`config.mk`:
```
export PLATFORM = sky130hd
export DESIGN_NAME = rand_conditioner
export DESIGN_NICKNAME = d
export VERILOG_FILES = /design/src/rtl/rand_conditioner.sv
export SDC_FILE = /design/constraint.sdc
export NUM_CORES = 1
export LEC_CHECK = 0
export CAP_MARGIN = 20
export CORE_ASPECT_RATIO = 0.75
export CORE_MARGIN = 5
export CORE_UTILIZATION = 57
export CTS_BUF_LIST = sky130_fd_sc_hd__clkbuf_4
export DETAILED_ROUTE_END_ITERATION = 16
export GPL_TIMING_DRIVEN = 1
export PLACE_DENSITY = 0.81
export SYNTH_ARGS = -nofsm -noshare
export SYNTH_HDL_FRONTEND = slang
export SYNTH_SLANG_ARGS = --single-unit
```
`constraint.sdc`:
```
create_clock -name clk -period 1.9 [get_ports clk]
set_clock_uncertainty 0.15 [all_clocks]
set_input_delay 0.57 -clock clk [delete_from_list [all_inputs] [get_ports clk]]
set_output_delay 0.57 -clock clk [all_outputs]
set_load 0.01 [all_outputs]
```
`src/rtl/rand_conditioner.sv`:
```
// rand_conditioner: von Neumann debias, word packing and repetition health check for a raw random bit stream
module rand_conditioner #(
  parameter int OUT_W        = 4,
  parameter int USE_VN       = 1,
  parameter int REPEAT_LIMIT = 8
) (
  input  logic             clk,
  input  logic             reset,
  input  logic             raw_bit,
  input  logic             sample_en,
  input  logic             rand_ready,
  output logic [OUT_W-1:0] rand_data,
  output logic             rand_valid,
  output logic             stuck
);
  localparam int CW = $clog2(OUT_W + 1);
  localparam int RW = $clog2(REPEAT_LIMIT + 1);
  typedef enum logic {FIRST, SECOND} pair_t;
  pair_t            state, state_nxt;
  logic             a_bit, a_nxt;
  logic [OUT_W-1:0] acc, acc_nxt;
  logic [CW-1:0]    cnt, cnt_nxt;
  logic [RW-1:0]    run, run_nxt;
  logic             prev, full, free, xfer, take, accept, bit_in;
  // Pair extraction, accumulator advance and run-length tracking
  always_comb begin
    full      = cnt == CW'(OUT_W);
    free      = !rand_valid || rand_ready;
    xfer      = full && free;
    take      = sample_en && !(full && !free);
    state_nxt = state;
    a_nxt     = a_bit;
    accept    = 1'b0;
    bit_in    = raw_bit;
    if (take) begin
      if (USE_VN == 0) accept = 1'b1;
      else if (state == FIRST) begin
        a_nxt     = raw_bit;
        state_nxt = SECOND;
      end else begin
        accept    = a_bit != raw_bit;
        bit_in    = a_bit;
        state_nxt = FIRST;
      end
    end
    acc_nxt = accept ? {acc[OUT_W-2:0], bit_in} : acc;
    cnt_nxt = (xfer ? '0 : cnt) + CW'(accept);
    run_nxt = !sample_en ? run :
              (run != '0 && raw_bit == prev) ? (run == RW'(REPEAT_LIMIT) ? run : run + RW'(1)) : RW'(1);
  end
  // Pair FSM state register; a stuck source parks it in FIRST
  always_ff @(posedge clk or negedge reset) begin
    if (!reset) begin
      state <= FIRST;
      a_bit <= 1'b0;
    end else begin
      state <= stuck ? FIRST : state_nxt;
      a_bit <= stuck ? 1'b0 : a_nxt;
    end
  end
  // Accumulator, output register and sticky health alarm
  always_ff @(posedge clk or negedge reset) begin
    if (!reset) begin
      acc        <= '0;
      cnt        <= '0;
      run        <= '0;
      prev       <= 1'b0;
      rand_data  <= '0;
      rand_valid <= 1'b0;
      stuck      <= 1'b0;
    end else begin
      run   <= run_nxt;
      prev  <= sample_en ? raw_bit : prev;
      stuck <= stuck || run == RW'(REPEAT_LIMIT);
      if (stuck) begin
        acc        <= '0;
        cnt        <= '0;
        rand_valid <= 1'b0;
      end else begin
        acc <= acc_nxt;
        cnt <= cnt_nxt;
        if (xfer) begin
          rand_data  <= acc;
          rand_valid <= 1'b1;
        end else if (rand_ready) rand_valid <= 1'b0;
      end
    end
  end
endmodule

```
==> out/qor.yml, run 1 <==
timing:
  fin_crit_sh_pct: 95.4
  fin_tns_setup_ps: 0
  setup_slack_ps: 86.5
  worst_pin_slew_ps: 381
  slew-limit-headroom_pct: 74.3
  post-route-min-period_ps: 1810
  finalMaxSlewViolations: 0
  fmax_mhz: 551
  rsz0062_at_grt: "false"
  final_hold_viol_count: 0
  setup_viol: 0
clock_tree:
  path_clk_slew_ps: 100
  hold_buffers: 0
  cts_buffers: 3
  cts_buffer_depth: 2
  htreeDepth: 1
  cts_tree: "built"
  root_buffer: "clkbuf_4"
  clock_sinks: 20
  insertion_delay_ps: 300
synth:
  ys.flop_type: "dfrtp_1"
  ys_types: 30
  seq_area_frac_synth_pct: 50.3
  ys_top_cells_by_area: "dfrtp_1, mux2i_1, ha_1"
  synth_top_area_share_pct: 50.3
  yosys_warnings: 0
  synth_edf_count: 0
  synth_largest_area_cell: "dfrtp_1"
  synth_seq_cells: 20
  synth_fp_nets: 95
  synth.avg_cell_area_sq_um: 11.6
  async_flop_share_pct: 100
  netlist_area_sq_um: 996
  synth_cells: 86
setup_path:
  cpPeakStageDelay_ps: 260
  slowest_stage: "a211oi_4"
  reg2reg_to: "rand_data[2]"
  path_common_cell: "ha_2"
  crit_family: "adder cells"
  cp.required_ps: 1950
  worstPathCellList: "dlygate4sd2_1 > and2b_2 > a211oi_4 > ha_2 > ha_2 > nor2b_1"
  start_kind: "input pin"
  rr_worst_depth: 3
  cp-end-kind: "register"
  path_class: "in2reg"
  worst-path-buf-inv: 1
  cp.arrival_ps: 1860
  worstPathMaxFanout: 3
  r2r_setup_slack_ps: 130
  r2r-start: "cnt[0]"
grt:
  grt_overflow_total: 0
  grt_usage_pct: 15.9
  grt_pass1_vias: 675
  grt_util_met2_pct: 26.1
  use_met3_pct: 5.04
  grt_pass1_wl_mm: 3.08
  antenna_found_initial: 0
  met1_usage_pct: 19.9
  busiest_layer: "met2"
  grt_max_degree: 21
min_path:
  min_to: "rand_data[3]"
  holdPathStages: 1
  min_from: "rand_data[3]"
  hold_class: "reg2reg"
placed_design:
  pre_cts_ws_ps: -406
  hpwlAfterDp_mm: 1.34
  portBuffers: 10
  placed_cell_area_sq_mm: 0.00118
  dp_cells: 124
  gp_congestion: 0.734
floorplanning:
  fp.dieH_microns: 46.2
  initial_core_util_pct: 58.9
  core_sq_mm: 0.00169
  rows: 13
  ioPinCount: 11
  dieWidth_microns: 58.3
  die_area_sq_mm: 0.00269
layout:
  design_area_sq_mm: 0.00121
  drive_above_1_share_pct: 25.2
  finalNonFillerCells: 129
  fill_cells: 130
  num_antenna_cells: 0
  nNetsFinal: 117
  syn2layout_area_growth_pct: 21.4
status:
  status: "finished, final reports clean"
power_and_ir_drop:
  ir_drop_v: 0.000774
  total_power_mw: 1.43
  powerDensity_mw_per_mm2: 1180
  p_leak_nw: 0.608
route:
  drt_pass1_iterations: 4
  vias_per_cell: 5.17
  wirelength_mm: 1.76
  ant_nets: 0
  vias: 667
  drcViolationCount: 0
  drt-initial-drc-count: 8
  wire_per_inst_microns: 13.7
run:
  drv_cap: 0
flip-flops by register name, summed over array words and instances, names as in the netlist:
name,count
a_bit,1
acc,4
prev,1
cnt,3
run,4
stuck,1
rand_data,4
rand_valid,1
state,1
kinds of logic after synthesis:
| logic type | after synthesis | share of synthesized area [%] |
|---|---|---|
| AOI/OAI and AO/OA | 12 | 8.79 |
| xor gates and xnor gates | 5 | 4.40 |
| adders and majority gates | 4 | 5.03 |
| buffers and inverters | 7 | 2.64 |
| DFF | 20 | 50.3 |
| muxes | 11 | 11.7 |
| and+or+nand+nor | 27 | 17.2 |
cells in the mapped netlist (2+ instances only):
master,n
a21oi_1,4
inv_1,4
xor2_1,4
nor2_1,8
mux2i_1,6
nand2_1,3
clkbuf_1,3
nand2b_1,2
nor2b_1,3
dfrtp_1,20
o21ai_0,4
mux2_2,4
ha_1,4
per-stage QoR:
stage                     utilization, %  hold WS [ps]
after floorplan                        -           124
after global placement              69.7           343
after detailed placement            69.7           346
after CTS                           71.4           366
after global routing                71.4           375
final                               71.4           362
metal layers:
layer | vias up | share of wire (%) | routed length [microns]
met5 | - | 0 | 0
met4 | 0 | 1.5 | 27
met3 | 5 | 4.0 | 70
met2 | 11 | 46 | 805
met1 | 322 | 49 | 858
li1 | 329 | - | -
timing repair:
| action | in CTS | in global routing |
|---|---|---|
| setup buffers | 1 | 0 |
| gates resized for setup | 12 | 0 |
| endpoints found under the setup margin | 12 | 0 |
report_power, final:
part           total, mW  internal, mW  switching (mW)
Clock              0.198        0.0767           0.121
Combinational      0.523         0.270           0.252
Sequential         0.712         0.577           0.135
worst reg2reg max path: cells and delay by family, from the launching register on:
kind	cells	cell delay, ps
flip-flops	1	440
AND/OR/NAND/NOR	2	710
multiplexers	1	360
area by class of cell:
type                    count  area [sq um]  area share, %
flip-flops and latches     20           500           41.4
multi-input cells          59           475           39.3
repair buffers             20           164           13.6
well taps                  22          27.5           2.28
clock buffers               3          22.5           1.86
inverters                   4          15.0           1.24
clock inverters             1          3.75          0.311
placed cells by master, fill, tap and decap left out, types with 2 or more instances in the layout:
cell type and instances:
and2b_2 2, dlygate4sd2_1 9, inv_1 4, nor2_1 8
ha_1 2, xor2_1 4, ha_2 2, clkbuf_4 3
mux2_2 4, nor2b_1 3, nand2b_1 2, dfrtp_1 20
nand2_1 3, buf_4 10, o21ai_0 4, a21oi_1 4
mux2i_1 6
how the worst max path moves through the flow:
stage,start,endpoint,slack [ps],depth (start not counted)
after floorplan,rand_ready,cnt[1],-20,5
after global placement,rand_ready,rand_data[3],-390,5
after detailed placement,rand_ready,rand_data[2],-410,5
after CTS,raw_bit,cnt[1],100,7
after global routing,rand_ready,cnt[1],50,6
final,rand_ready,cnt[1],90,6
Power figures use the tool's default switching activity.
==> run 2, diff against run 1 <==
CORE_ASPECT_RATIO = not set   (was 0.75)
==> out/qor.yml, run 2 (same netlist as run 1, synthesis figures left out) <==
grt:
  grt_util_met2_pct: 23.3
  grt_usage_pct: 15.8
  grt_overflow_total: 0
  use_met3_pct: 3.15
  met1_usage_pct: 22.7
  grt_max_degree: 21
  antenna_found_initial: 0
  grt_pass1_vias: 661
  grt_pass1_wl_mm: 3.08
  busiest_layer: "met2"
layout:
  final_common_cell: "dfrtp_1"
  drive_above_1_share_pct: 26.7
  reg.largest.list: "acc: 4 flops, rand_data: 4 flops, run: 4 flops"
  num_antenna_cells: 0
  syn2layout_area_growth_pct: 24.4
  nNetsFinal: 115
  design_area_sq_mm: 0.00124
  fill_cells: 117
  final_cell_mix: "dfrtp_1, dlygate4sd2_1, nor2_1, buf_4, mux2i_1"
route:
  drcViolationCount: 0
  drt-initial-drc-count: 10
  vias_per_cell: 5.48
  drt_pass1_iterations: 4
  vias: 668
  ant_nets: 0
  wire_per_inst_microns: 14.2
  wirelength_mm: 1.73
power_and_ir_drop:
  ir_drop_v: 0.000892
  switching_share_pct: 32.8
  internal_power_mw: 1.05
  p_clk_share_pct: 21.4
  p_leak_nw: 0.617
  total_power_mw: 1.57
  p_switching_uw: 514
  seqPwrFrac_pct: 45.7
  powerDensity_mw_per_mm2: 1270
  pwr-share-comb_pct: 32.8
setup_path:
  worstPathMaxFanout: 3
  cp-end-kind: "register"
  start_kind: "input pin"
  cp.required_ps: 1950
  path_class: "in2reg"
  r2r_setup_slack_ps: 170
  cp.arrival_ps: 1830
floorplanning:
  ioPinCount: 11
  fp.dieH_microns: 51.8
  rows: 15
  initial_core_util_pct: 59.0
  core_sq_mm: 0.00169
  dieWidth_microns: 51.8
  die_area_sq_mm: 0.00268
timing:
  setup_slack_ps: 116
  post-route-min-period_ps: 1780
  fmax_mhz: 560
  slew-limit-headroom_pct: 73.9
  fin_crit_sh_pct: 93.9
  rsz0062_at_grt: "false"
  worst_pin_slew_ps: 389
  final_hold_viol_count: 0
  hold_slack_ps: 373
  finalMaxSlewViolations: 0
  setup_viol: 0
placed_design:
  placed_cell_area_sq_mm: 0.00116
  pre_cts_ws_ps: -458
  gp_congestion: 0.725
  portBuffers: 10
  hpwlAfterDp_mm: 1.31
clock_tree:
  insertion_delay_ps: 290
  cts_buffers: 3
  hold_buffers: 0
  root_buffer: "clkbuf_4"
  clock_sinks: 20
  path_clk_slew_ps: 110
  cts_tree: "built"
  htreeDepth: 1
  cts_buffer_depth: 2
run:
  drv_cap: 0
status:
  status: "finished, final reports clean"
min_path:
  hold_class: "reg2reg"
-- run 2: cell types whose count changed in the layout (fill, tap and decap cells not counted) --
cell	delta
buf_4	-2
bufinv_16	+1
clkinv_1	-1
ha_2	-1
ha_4	+1
xnor2_1	-1
xnor2_2	+1
xor2_1	-1
xor2_2	+1
-- run 2: what timing repair did --
action | CTS | global route
buffers inserted | 1 | 0
setup endpoints to repair | 12 | 0
gates resized for setup | 15 | 0
-- run 2: worst max-delay path, cell delays in order --
cell	delay, ps
dlygate4sd2_1	200
and2b_2	250
a211oi_4	260
ha_2	230
ha_4	140
xor2_2	120
nor2_1	60
-- run 2: power by group through the flow --
stage | Combinational (mW) | Sequential, mW | Clock, mW
2_1_floorplan | 0.321 | 0.711 | 0
3_3_place_gp | 0.502 | 0.708 | 0
3_5_place_dp | 0.526 | 0.717 | 0
4_1_cts | 0.521 | 0.716 | 0.349
5_1_grt | 0.573 | 0.747 | 0.372
6_report | 0.515 | 0.717 | 0.336
-- run 2: through the flow --
stage	util (%)	setup TNS (ps)	instances
after floorplan	-	-25.4	86
after global placement	68.6	-4280	117
after detailed placement	68.6	-4830	117
after CTS	73.3	0	122
after global routing	73.3	0	122
final	73.3	0	122
-- run 2: path summary, 6_finish.rpt --
kind	startpoint	to	depth (start not counted)
setup / recovery	rand_ready	cnt[2]	7
hold reg to reg	rand_data[3]	rand_data[3]	1
min in group asynchronous	reset	cnt[2]	2
max in group asynchronous	reset	run[1]	2
setup reg to reg	cnt[1]	rand_data[2]	3
hold / removal	rand_data[3]	rand_data[3]	1
-- run 2: cell type report --
| cell class | count | area (sq um) | area share (%) |
|---|---|---|---|
| clock inverter | 1 | 30.0 | 2.42 |
| timing repair buffer | 18 | 149 | 12.0 |
| tap | 17 | 21.3 | 1.72 |
| multi-input combinational | 59 | 500 | 40.4 |
| inverter | 4 | 15.0 | 1.21 |
| clock buffer | 3 | 22.5 | 1.82 |
| sequential | 20 | 500 | 40.4 |
-- run 2: per-layer routing --
layer / up-vias / routed length (microns)
met4: 0 / 18
met3: 2 / 54
met1: 325 / 841
met5: - / 0
li1: 330 / -
met2: 11 / 819
